## src/rtl/crack_pkg.sv

```systemverilog
// -----------------------------------------------------------------------------
// crack_pkg
// Shared constants, FSM state type and charset check for the cracker job
// front-end (crack_job_controller and crack_byte_assembler).
//   PW_LEN / PW_BITS   : password length in characters / width of the target bus
//   CH_*               : inclusive bounds of the accepted charset (a-z, 0-9)
//   crack_state_e      : job FSM states
//   char_valid()       : 1 when a byte belongs to the charset
// -----------------------------------------------------------------------------
package crack_pkg;

  localparam int PW_LEN  = 4;
  localparam int PW_BITS = 33;

  localparam logic [7:0] CH_LOWER_LO = 8'h61;  // 'a'
  localparam logic [7:0] CH_LOWER_HI = 8'h7A;  // 'z'
  localparam logic [7:0] CH_DIGIT_LO = 8'h30;  // '0'
  localparam logic [7:0] CH_DIGIT_HI = 8'h39;  // '9'

  typedef enum logic [2:0] {
    ST_COLLECT = 3'd0,
    ST_HOLD    = 3'd1,
    ST_SETTLE  = 3'd2,
    ST_RUN     = 3'd3,
    ST_REPORT  = 3'd4
  } crack_state_e;

  function automatic logic char_valid(input logic [7:0] b);
    return ((b >= CH_LOWER_LO) && (b <= CH_LOWER_HI)) ||
           ((b >= CH_DIGIT_LO) && (b <= CH_DIGIT_HI));
  endfunction

endpackage

```

## src/rtl/crack_byte_assembler.sv

```systemverilog
// -----------------------------------------------------------------------------
// crack_byte_assembler
// Collects PW_LEN password bytes, first byte ending up most significant, and
// tracks whether any of them fell outside the charset.
// Ports:
//   clk, rst      : clock, synchronous active-high reset
//   byte_fire     : a byte is being accepted this cycle
//   byte_data     : the byte being accepted
//   clr           : drop any partial password (index and bad flag)
//   word_next     : assembled word including the byte currently offered
//   complete      : pulse, the last byte of a password is accepted this cycle
//   complete_bad  : with complete, the finished password contains a bad byte
// -----------------------------------------------------------------------------
module crack_byte_assembler
  import crack_pkg::*;
(
  input  logic                  clk,
  input  logic                  rst,
  input  logic                  byte_fire,
  input  logic [7:0]            byte_data,
  input  logic                  clr,
  output logic [PW_LEN*8-1:0]   word_next,
  output logic                  complete,
  output logic                  complete_bad
);

  localparam int IW = (PW_LEN > 1) ? $clog2(PW_LEN) : 1;
  localparam int HW = (PW_LEN - 1) * 8;

  logic [IW-1:0] idx_q, idx_d;
  logic          bad_q, bad_d;
  // Only the earlier bytes need storage; the final byte is taken straight
  // from the input when the password completes.
  logic [HW-1:0] word_q, word_d;

  always_comb begin
    idx_d        = idx_q;
    bad_d        = bad_q;
    word_d       = word_q;
    word_next    = {word_q, byte_data};
    complete     = byte_fire && (idx_q == IW'(PW_LEN - 1));
    complete_bad = bad_q || !char_valid(byte_data);
    if (clr) begin
      idx_d = '0;
      bad_d = 1'b0;
    end else if (byte_fire) begin
      word_d = word_next[HW-1:0];
      bad_d  = complete_bad;
      idx_d  = complete ? '0 : idx_q + IW'(1);
    end
  end

  always_ff @(posedge clk) begin
    if (rst) begin
      idx_q <= '0;
      bad_q <= 1'b0;
    end else begin
      idx_q <= idx_d;
      bad_q <= bad_d;
    end
  end

  always_ff @(posedge clk) begin
    word_q <= word_d;
  end

endmodule

```

## src/rtl/crack_job_controller.sv

```systemverilog
// -----------------------------------------------------------------------------
// crack_job_controller
// Job front-end for the brute-force cracker array: takes a 4-character target
// over a byte stream, rejects jobs with characters outside a-z/0-9, resets and
// releases the array, times the run until found/done and returns a result
// record over a valid/ready handshake.
// Optional feature macro: CRACK_TIMEOUT_EN (RUN watchdog at TIMEOUT_CYCLES).
// Ports:
//   clk, rst                      : clock, synchronous active-high reset
//   in_valid/in_ready/in_data     : password byte stream, leftmost char first
//   cracker_rst                   : reset to the cracker array
//   password_to_crack[32:0]       : target, first char in [31:24], bit 32 = 0
//   cracker_found/cracker_done    : array status flags
//   res_valid/res_ready           : result handshake
//   res_found/res_err/res_timeout : result flags
//   res_cycles[CW-1:0]            : run cycles counted from array release
// -----------------------------------------------------------------------------
module crack_job_controller
  import crack_pkg::*;
#(
  parameter int RST_CYCLES     = 2,
  parameter int SETTLE_CYCLES  = 2,
  parameter int CW             = 32,
  parameter int TIMEOUT_CYCLES = 1048576
)
(
  input  logic               clk,
  input  logic               rst,
  input  logic               in_valid,
  output logic               in_ready,
  input  logic [7:0]         in_data,
  output logic               cracker_rst,
  output logic [PW_BITS-1:0] password_to_crack,
  input  logic               cracker_found,
  input  logic               cracker_done,
  output logic               res_valid,
  input  logic               res_ready,
  output logic               res_found,
  output logic               res_err,
  output logic               res_timeout,
  output logic [CW-1:0]      res_cycles
);

  localparam int TMAX = (RST_CYCLES > SETTLE_CYCLES) ? RST_CYCLES : SETTLE_CYCLES;
  localparam int TW   = (TMAX > 1) ? $clog2(TMAX) : 1;

  function automatic logic [CW-1:0] sat_inc(input logic [CW-1:0] v);
    return (&v) ? v : v + CW'(1);
  endfunction

  crack_state_e          state_q, state_d;
  logic [TW-1:0]         tmr_q, tmr_d;
  logic [CW-1:0]         cnt_q, cnt_d;
  logic [CW-1:0]         cnt_inc;
  logic [PW_BITS-1:0]    pw_q, pw_d;
  logic                  crk_rst_q, crk_rst_d;
  logic                  res_valid_q, res_valid_d;
  logic                  res_found_q, res_found_d;
  logic                  res_err_q, res_err_d;
  logic [CW-1:0]         res_cycles_q, res_cycles_d;
`ifdef CRACK_TIMEOUT_EN
  logic                  res_timeout_q, res_timeout_d;
`endif

  logic                  in_fire;
  logic                  asm_clr;
  logic [PW_LEN*8-1:0]   word_next;
  logic                  complete;
  logic                  complete_bad;

  assign in_ready = (state_q == ST_COLLECT);
  assign in_fire  = in_valid && in_ready;

  crack_byte_assembler u_asm (
    .clk          (clk),
    .rst          (rst),
    .byte_fire    (in_fire),
    .byte_data    (in_data),
    .clr          (asm_clr),
    .word_next    (word_next),
    .complete     (complete),
    .complete_bad (complete_bad)
  );

  always_comb begin
    state_d      = state_q;
    tmr_d        = tmr_q;
    cnt_d        = cnt_q;
    pw_d         = pw_q;
    res_found_d  = res_found_q;
    res_err_d    = res_err_q;
    res_cycles_d = res_cycles_q;
`ifdef CRACK_TIMEOUT_EN
    res_timeout_d = res_timeout_q;
`endif
    asm_clr      = 1'b0;
    cnt_inc      = sat_inc(cnt_q);

    unique case (state_q)
      ST_COLLECT: begin
        if (complete) begin
          if (complete_bad) begin
            // Rejected job: report immediately, the array stays in reset.
            res_err_d    = 1'b1;
            res_found_d  = 1'b0;
            res_cycles_d = '0;
`ifdef CRACK_TIMEOUT_EN
            res_timeout_d = 1'b0;
`endif
            state_d      = ST_REPORT;
          end else begin
            pw_d    = {1'b0, word_next};
            cnt_d   = '0;
            tmr_d   = '0;
            state_d = ST_HOLD;
          end
        end
      end

      ST_HOLD: begin
        if (tmr_q == TW'(RST_CYCLES - 1)) begin
          tmr_d   = '0;
          state_d = ST_SETTLE;
        end else begin
          tmr_d = tmr_q + TW'(1);
        end
      end

      ST_SETTLE: begin
        // Array flags may still be stale from before the reset; only count.
        cnt_d = cnt_inc;
        if (tmr_q == TW'(SETTLE_CYCLES - 1)) begin
          tmr_d   = '0;
          state_d = ST_RUN;
        end else begin
          tmr_d = tmr_q + TW'(1);
        end
      end

      ST_RUN: begin
        cnt_d = cnt_inc;
        // The reported count includes the terminating cycle.
        if (cracker_found || cracker_done) begin
          res_found_d  = cracker_found;
          res_err_d    = 1'b0;
          res_cycles_d = cnt_inc;
`ifdef CRACK_TIMEOUT_EN
          res_timeout_d = 1'b0;
`endif
          state_d      = ST_REPORT;
        end
`ifdef CRACK_TIMEOUT_EN
        else if (cnt_inc >= CW'(TIMEOUT_CYCLES)) begin
          res_found_d   = 1'b0;
          res_err_d     = 1'b0;
          res_cycles_d  = CW'(TIMEOUT_CYCLES);
          res_timeout_d = 1'b1;
          state_d       = ST_REPORT;
        end
`endif
      end

      ST_REPORT: begin
        if (res_ready) begin
          asm_clr = 1'b1;
          state_d = ST_COLLECT;
        end
      end

      default: state_d = ST_COLLECT;
    endcase

    // Registered decodes of the next state keep these outputs glitch-free.
    crk_rst_d   = !((state_d == ST_SETTLE) || (state_d == ST_RUN));
    res_valid_d = (state_d == ST_REPORT);
  end

  always_ff @(posedge clk) begin
    if (rst) begin
      state_q      <= ST_COLLECT;
      tmr_q        <= '0;
      cnt_q        <= '0;
      pw_q         <= '0;
      crk_rst_q    <= 1'b1;
      res_valid_q  <= 1'b0;
      res_found_q  <= 1'b0;
      res_err_q    <= 1'b0;
      res_cycles_q <= '0;
`ifdef CRACK_TIMEOUT_EN
      res_timeout_q <= 1'b0;
`endif
    end else begin
      state_q      <= state_d;
      tmr_q        <= tmr_d;
      cnt_q        <= cnt_d;
      pw_q         <= pw_d;
      crk_rst_q    <= crk_rst_d;
      res_valid_q  <= res_valid_d;
      res_found_q  <= res_found_d;
      res_err_q    <= res_err_d;
      res_cycles_q <= res_cycles_d;
`ifdef CRACK_TIMEOUT_EN
      res_timeout_q <= res_timeout_d;
`endif
    end
  end

  assign cracker_rst       = crk_rst_q;
  assign password_to_crack = pw_q;
  assign res_valid         = res_valid_q;
  assign res_found         = res_found_q;
  assign res_err           = res_err_q;
  assign res_cycles        = res_cycles_q;
`ifdef CRACK_TIMEOUT_EN
  assign res_timeout       = res_timeout_q;
`else
  assign res_timeout       = 1'b0;
`endif

endmodule

```

## config.mk

```make
export PLATFORM = sky130hd
export DESIGN_NAME = crack_job_controller
export DESIGN_NICKNAME = d
export VERILOG_FILES = /design/src/rtl/crack_pkg.sv /design/src/rtl/crack_byte_assembler.sv /design/src/rtl/crack_job_controller.sv
export SDC_FILE = /design/constraint.sdc
export NUM_CORES = 1
export LEC_CHECK = 0
export ABC_AREA = 1
export CORE_MARGIN = 2
export CORE_UTILIZATION = 35
export DETAILED_ROUTE_END_ITERATION = 12
export SYNTH_ARGS = -nofsm -noshare
export SYNTH_HDL_FRONTEND = slang
export SYNTH_SLANG_ARGS = --single-unit
```

## constraint.sdc

```tcl
create_clock -name clk -period 2.5 [get_ports clk]
set_input_delay 0.375 -clock clk [delete_from_list [all_inputs] [get_ports clk]]
set_output_delay 0.375 -clock clk [all_outputs]
set_load 0.01 [all_outputs]
```

==> metrics.md, run 1 <==
| Metric | Value |
|---|---|
| Outcome | `complete, no violations` |
| Switch Pwr | `around 1100 uW` |
| Final Total Pwr | `roughly 4800 uW` |
| WL per Instance | `~13 um` |
| H-tree depth | `4` |
| First DRT Iteration DRCs | `318` |
| CP Capture Type | `output pin` |
| Dpl cells | `about 1100` |
| FF+latch count, synth | `between 100 and 150` |
| Maxcap violations | `0` |
| Die width | `132.8 um` |
| Port bufs | `between 80 and 90` |
| DIE AREA | `0.01762 mm2` |
| Hold WC Path Type | `reg -> reg` |
| Setup tns final | `0 ps` |
| Critical path data required time | `between 2000 and 2500 ps` |
| Gate power share | `around 2.3%` |
| Final-report hold violation count | `0` |
| Crit path capture | `in_ready` |
| Number of clock sinks | `between 100 and 150` |
| Met1 Usage GRT | `between 20% and 30%` |
| Leak | `roughly 0.0026 uW` |
| Crit path from | `state_q[1]` |
| Max Fclk | `0.5037 GHz` |
| FF-to-FF End | `password_to_crack[28]` |
| VDD IR-drop max | `between 0.0004 and 0.0005 V` |
| Top FF cell, synth | `dfxtp_1` |
| Post-synthesis cell type count | `32` |
| Setup bufs post-CTS | `0` |
| Final Net Count | `about 870` |
| Syn Inst Count | `about 770` |
| # fillers | `1656` |
| Drc violations | `0` |
| Routed Antenna Nets | `0` |
| Sequential share of the synthesized area | `just under 50%` |
| Number of antenna violations at the first check in global routing | `0` |
| Overall routing resource usage | `between 10% and 20%` |
| Met2 usage | `between 20% and 30%` |
| Via density per instance | `4.612` |
| Post-synth ARST share | `0%` |
| Startpoint Class | `flop` |
| Starting Density | `a little over a third` |
| Worst Hold Depth | `2` |
| Slew Limit Headroom | `roughly half` |
| Top Usage Layer GRT | `met2` |
| I/O Pins | `85` |
| R2r startpoint | `state_q[1]` |
| CP Class | `reg -> out` |
| Reg2reg path depth | `7` |
| Largest net degree at the start of global routing | `72` |
| # setup viols final | `0` |
| Longest Clk Path Bufs | `2` |
| Core area | `roughly 0.016 mm2` |
| Final cell count without fillers | `1084` |
| # rows | `between 40 and 50` |
| Detailed Route WL | `approximately 14000 um` |
| Post-layout util | `between 40% and 50%` |
| Area Overhead vs Synth | `27.39%` |
| Post-cts resize count | `0` |
| Synth warn | `0` |
| CTS root buf | `clkbuf_16` |
| M3 GR Usage | `3.831%` |
| Reg2reg setup slack | `approximately 700 ps` |
| Hold_ws | `around 440 ps` |
| Share of layout cells above drive strength 1 | `~7.3%` |
| Sequential Power Share | `between 40% and 50%` |
| Grt total ovfl | `0` |
| Switching share of power | `between 20% and 30%` |
| First-pass GRT wire length | `between 20000 and 25000 um` |
| CP Data Arrival Time | `~1600 ps` |
| Final Cycle Share | `approximately four fifths` |
| EDFF count, synth | `24` |
| Worst-margin pin slew | `748.5 ps` |
| CTS Buf Count | `17` |
| Power Dens Cells | `between 600 and 700 mW/mm2` |
| Clock-pin slew on the worst setup and hold paths | `~60 ps` |
| Slew Viols, Final | `0` |
| HPWL after DPL | `between 9000 and 10000 um` |
| DR pass1 iterations | `4` |
| Post-Synthesis Cell Area | `between 0.005 and 0.006 mm2` |
| GPL Wtd Cong | `between 0.8 and 0.9` |
| DR vias | `4999` |
| CTS tree | `done` |
| Pint | `between 3000 and 4000 uW` |
| Worst skew pair latency | `about 420 ps` |
| Mean Syn Cell Area | `between 7 and 8 um2` |
| # diodes | `0` |
| Vias in the first global route | `roughly 4700` |
| Clk pwr share | `approximately half` |
| Crit path time final | `1985 ps` |
| Clock Skew | `12.03 ps` |
| RSZ-0062 raised after global routing | `no` |
| Worst-path maximum fanout | `5` |
| Die Span Y | `approximately 130 um` |
| Hold Buf Count CTS | `0` |
[cells by family (layout without fill, tap and decap cells)]
group           count (synthesis)  count (layout)  share of synthesized area [%]
simple gates                  374             374                          27.17
compound gates                140             140                          12.31
flops                         131             131                          49.34
buf+inv                       110             201                          8.562
xor+xnor                       14              14                          2.113
fa+ha+maj                       2               2                         0.4312
other cells                     1               2                        0.06463
[per-stage QoR]
step / cell area [um2] / setup slack (ps)
after floorplan: 5806 / 767.8
after global placement: 6810 / 354.8
after detailed placement: 6810 / 299.7
after CTS: 7391 / 484.4
after global routing: 7391 / 454.8
final: 7391 / 514.8
[layer usage]
metal / share of wire [%] / vias up
met5: 0 / -
met4: 1.3 / 0
met3: 3.4 / 13
met2: 44 / 86
met1: 51 / 2253
li1: - / 2647
[state kept, by name, summed over array words and instances (netlist names)]
| name | cells |
|---|---|
| cnt_q | 32 |
| password_to_crack | 32 |
| res_cycles | 32 |
| u_asm.word_q | 24 |
| state_q | 3 |
| u_asm.idx_q | 2 |
| cracker_rst | 1 |
| res_err | 1 |
| res_found | 1 |
| res_valid | 1 |
| tmr_q | 1 |
| u_asm.bad_q | 1 |
[area by class of cell]
type / count / area, um2 / area share, %
timing repair buffer: 97 / 953.4 / 12.90
inverter: 72 / 270.3 / 3.657
tap: 220 / 275.3 / 3.724
clock inverter: 15 / 155.1 / 2.099
sequential: 131 / 2863 / 38.73
clock buffer: 17 / 425.4 / 5.756
multi-input combinational: 532 / 2449 / 33.13
[cell usage in the layout, fill, tap and decap left out, types with 3 or more instances in the layout]
cell             count
clkinvlp_4           4
nand2_1            237
xor2_1               5
nor2_1              56
nand3b_1             4
inv_1               70
clkbuf_16           17
nand2_2              4
nor2_2               3
dfxtp_1            107
a21oi_1            103
edfxtp_1            24
o21ai_0             32
clkdlybuf4s50_1     81
buf_4               13
xnor2_1              9
nor2_4               3
inv_6                5
nand3_1             59
[synthesized netlist by cell type (4+ instances only)]
library cell | instances | area [um2]
o21ai_0 | 32 | 160.2
buf_6 | 7 | 78.83
nand2_2 | 4 | 25.02
buf_2 | 7 | 35.03
nand2_1 | 237 | 889.6
nand3b_1 | 4 | 30.03
dfxtp_1 | 107 | 2142
inv_1 | 70 | 262.8
xor2_1 | 5 | 43.79
buf_4 | 5 | 37.54
nor2_1 | 57 | 214.0
clkbuf_1 | 17 | 63.81
a21oi_1 | 103 | 515.5
nand3_1 | 59 | 295.3
edfxtp_1 | 24 | 720.7
xnor2_1 | 9 | 78.83
[critical path, stage by stage, from the launching register on]
cell             delay [ps]
dfxtp_1                 370
nor3_4                  240
clkdlybuf4s50_1         580
[power by group through the flow]
stage | sequential (uW) | clock [uW] | combinational [uW]
floorplan | 2240 | 0 | 62.3
global placement | 2240 | 0 | 109
detailed placement | 2240 | 0 | 110
CTS | 2190 | 2510 | 110
global route | 2200 | 2600 | 124
finish | 2190 | 2450 | 109
[how the worst min path moves through the flow]
stage,to,slack [ps],start
2_1_floorplan,u_asm.word_q[10],420,u_asm.word_q[2]
3_3_place_gp,password_to_crack[21],430,password_to_crack[21]
3_5_place_dp,password_to_crack[21],430,password_to_crack[21]
4_1_cts,password_to_crack[21],440,password_to_crack[21]
5_1_grt,password_to_crack[21],460,password_to_crack[21]
6_report,password_to_crack[21],440,password_to_crack[21]
Note: power is estimated with default switching activity, not from simulation.
==> run 2, diff against run 1 <==
clock period = 1.8 ns   (was 2.5 ns; I/O delays follow)
==> run 2 against run 1 <==
Net effect:
- core utilization rose by 1.8 points
- die area did not move
- combinational power rose by 54%
- first-iteration DRC count fell by 6.3%
- sequential cell count did not move
- register-to-register slack got worse by 560 ps
- non-clock buffer count rose by 33
- sequential power rose by 39%
- highest routed layer unchanged
- worst setup slack got worse by 380 ps
- cell count rose by 3.1%
- clock skew fell by 4.6 ps
==> metrics.md, run 2 (synthesis gave the netlist of run 1 again) <==
| Metric | Value |
|---|---|
| Outcome | `complete, no violations` |
| Overall routing resource usage | `approximately 17%` |
| Max Fclk | `around 0.60 GHz` |
| Final worst slack | `135.5 ps` |
| Crit path capture | `password_to_crack[29]` |
| Switch Pwr | `1360 uW` |
| Detailed Route WL | `between 10000 and 15000 um` |
| CP Class | `reg -> reg` |
| Worst skew pair latency | `~420 ps` |
| GPL Wtd Cong | `approximately 0.9` |
| Area Overhead vs Synth | `32.54%` |
| CTS root buf | `clkbuf_16` |
| Pint | `between 5000 and 6000 uW` |
| Routed Antenna Nets | `0` |
| Drc violations | `0` |
| VDD IR-drop max | `between 0.0005 and 0.0006 V` |
| WL per Instance | `between 10 and 15 um` |
| Design Area, Final | `0.007690 mm2` |
| Clock Skew | `approximately 7.4 ps` |
| CTS Buf Count | `17` |
| M3 GR Usage | `under 10%` |
| Met1 Usage GRT | `between 20% and 30%` |
| Largest net degree at the start of global routing | `80` |
| Crit path time final | `1664 ps` |
| CP Capture Type | `flop` |
| Hold Buf Count CTS | `0` |
| R2r startpoint | `state_q[0]` |
| # rows | `47` |
| RSZ-0062 raised after global routing | `no` |
| Post-layout util | `between 40% and 50%` |
| First-pass GRT wire length | `~24000 um` |
| # setup viols final | `0` |
| # fillers | `approximately 1600` |
| Starting Density | `roughly 35%` |
| Met2 usage | `25.36%` |
| Highest-count cells in the layout ignoring fill and taps | `237 x nand2_1, 107 x dfxtp_1, 103 x a21oi_1, 80 x clkdlybuf4s50_1, 70 x inv_1` |
| Clock-pin slew on the worst setup and hold paths | `about 60 ps` |
| Grt total ovfl | `0` |
| Commonest non-fill, non-tap cell in the layout | `nand2_1` |
| Via density per instance | `4.644` |
| Port bufs | `slightly above 80` |
| Die Span Y | `between 100 and 150 um` |
| First DRT Iteration DRCs | `~300` |
| Leak | `around 0.0028 uW` |
| Crit path from | `state_q[0]` |
| Longest Clk Path Bufs | `2` |
| DR pass1 iterations | `6` |
| Gate power share | `2.6%` |
| Dpl cells | `between 1000 and 1500` |
| Core area | `roughly 0.016 mm2` |
| H-tree depth | `4` |
| Power Dens Cells | `approximately 850 mW/mm2` |
| CP Data Arrival Time | `2020 ps` |
| # diodes | `0` |
| Switching share of power | `between 20% and 30%` |
| DR vias | `5192` |
| Worst-path maximum fanout | `79` |
| FF-to-FF End | `password_to_crack[29]` |
| I/O Pins | `85` |
| Hold WC Path Type | `in -> reg` |
| Final-report hold violation count | `0` |
| HPWL after DPL | `slightly below 10000 um` |
| Reg2reg path depth | `7` |
| Number of antenna violations at the first check in global routing | `0` |
| Final Net Count | `~900` |
| Final Cycle Share | `92.47%` |
| Die width | `around 130 um` |
| Maxcap violations | `0` |
| Vias in the first global route | `a little under 5000` |
| Clk pwr share | `between 50% and 60%` |
| Final cell count without fillers | `1118` |
| Critical path data required time | `about 2200 ps` |
| CTS tree | `done` |
| Top Usage Layer GRT | `met2` |
| Startpoint Class | `flop` |
| Sequential Power Share | `a little under half` |
| Share of layout cells above drive strength 1 | `10.91%` |
| Number of clock sinks | `131` |
| Slew Viols, Final | `0` |
| Area after DPL | `between 0.007 and 0.008 mm2` |
| Final Total Pwr | `6529 uW` |
| Reg2reg setup slack | `between 100 and 150 ps` |
| DIE AREA | `between 0.015 and 0.02 mm2` |
| Place WS | `-175.7 ps` |
run 2: critical path, cell delays in order, from the launching register on:
cell and delay, ps:
dfxtp_1 340, nor3_4 250, nand2_2 140, nor2_2 150
nand3_2 120, buf_12 220, buf_4 190, a21oi_1 130
run 2: repair_timing:
item,CTS,global route
setup endpoints to repair,1,62
resized for setup,1,9
cloned,0,1
buffers inserted,0,2
pin swaps,0,2
run 2: stage by stage:
step | hold WS, ps | TNS [ps]
after CTS | 198.3 | 0
after detailed placement | 428.0 | -9767
after global routing | 220.2 | 0
after floorplan | 368.9 | 0
final | 216.0 | 0
after global placement | 427.1 | -7117
run 2: final cells by class:
| cell class | count | area [um2] | area share (%) |
|---|---|---|---|
| Clock buffer | 23 | 457.9 | 5.955 |
| Clock inverter | 9 | 106.4 | 1.383 |
| Inverter | 72 | 270.3 | 3.514 |
| Multi-Input combinational cell | 533 | 2480 | 32.25 |
| Sequential cell | 131 | 2863 | 37.23 |
| Tap cell | 220 | 275.3 | 3.580 |
| Timing Repair Buffer | 130 | 1237 | 16.09 |
run 2: per-layer routing:
| metal | vias to the layer above | share of wire, % |
|---|---|---|
| met5 | - | 0 |
| met3 | 20 | 3.6 |
| met1 | 2374 | 50 |
| li1 | 2705 | - |
| met4 | 0 | 1.8 |
| met2 | 93 | 45 |
run 2: worst min path at each step:
stage,startpoint,to,depth (start not counted)
after global routing,rst,cracker_rst,3
after detailed placement,u_asm.word_q[10],u_asm.word_q[18],0
final,rst,cracker_rst,3
after global placement,u_asm.word_q[11],u_asm.word_q[19],0
after CTS,rst,cracker_rst,3
after floorplan,in_data[0],u_asm.word_q[0],0
run 2: power groups by stage:
stage          logic, uW  registers, uW  clock network, uW
2_1_floorplan       86.5           3110                  0
3_3_place_gp         170           3110                  0
3_5_place_dp         169           3110                  0
4_1_cts              170           3050               3400
5_1_grt              187           3050               3530
6_report             168           3050               3310
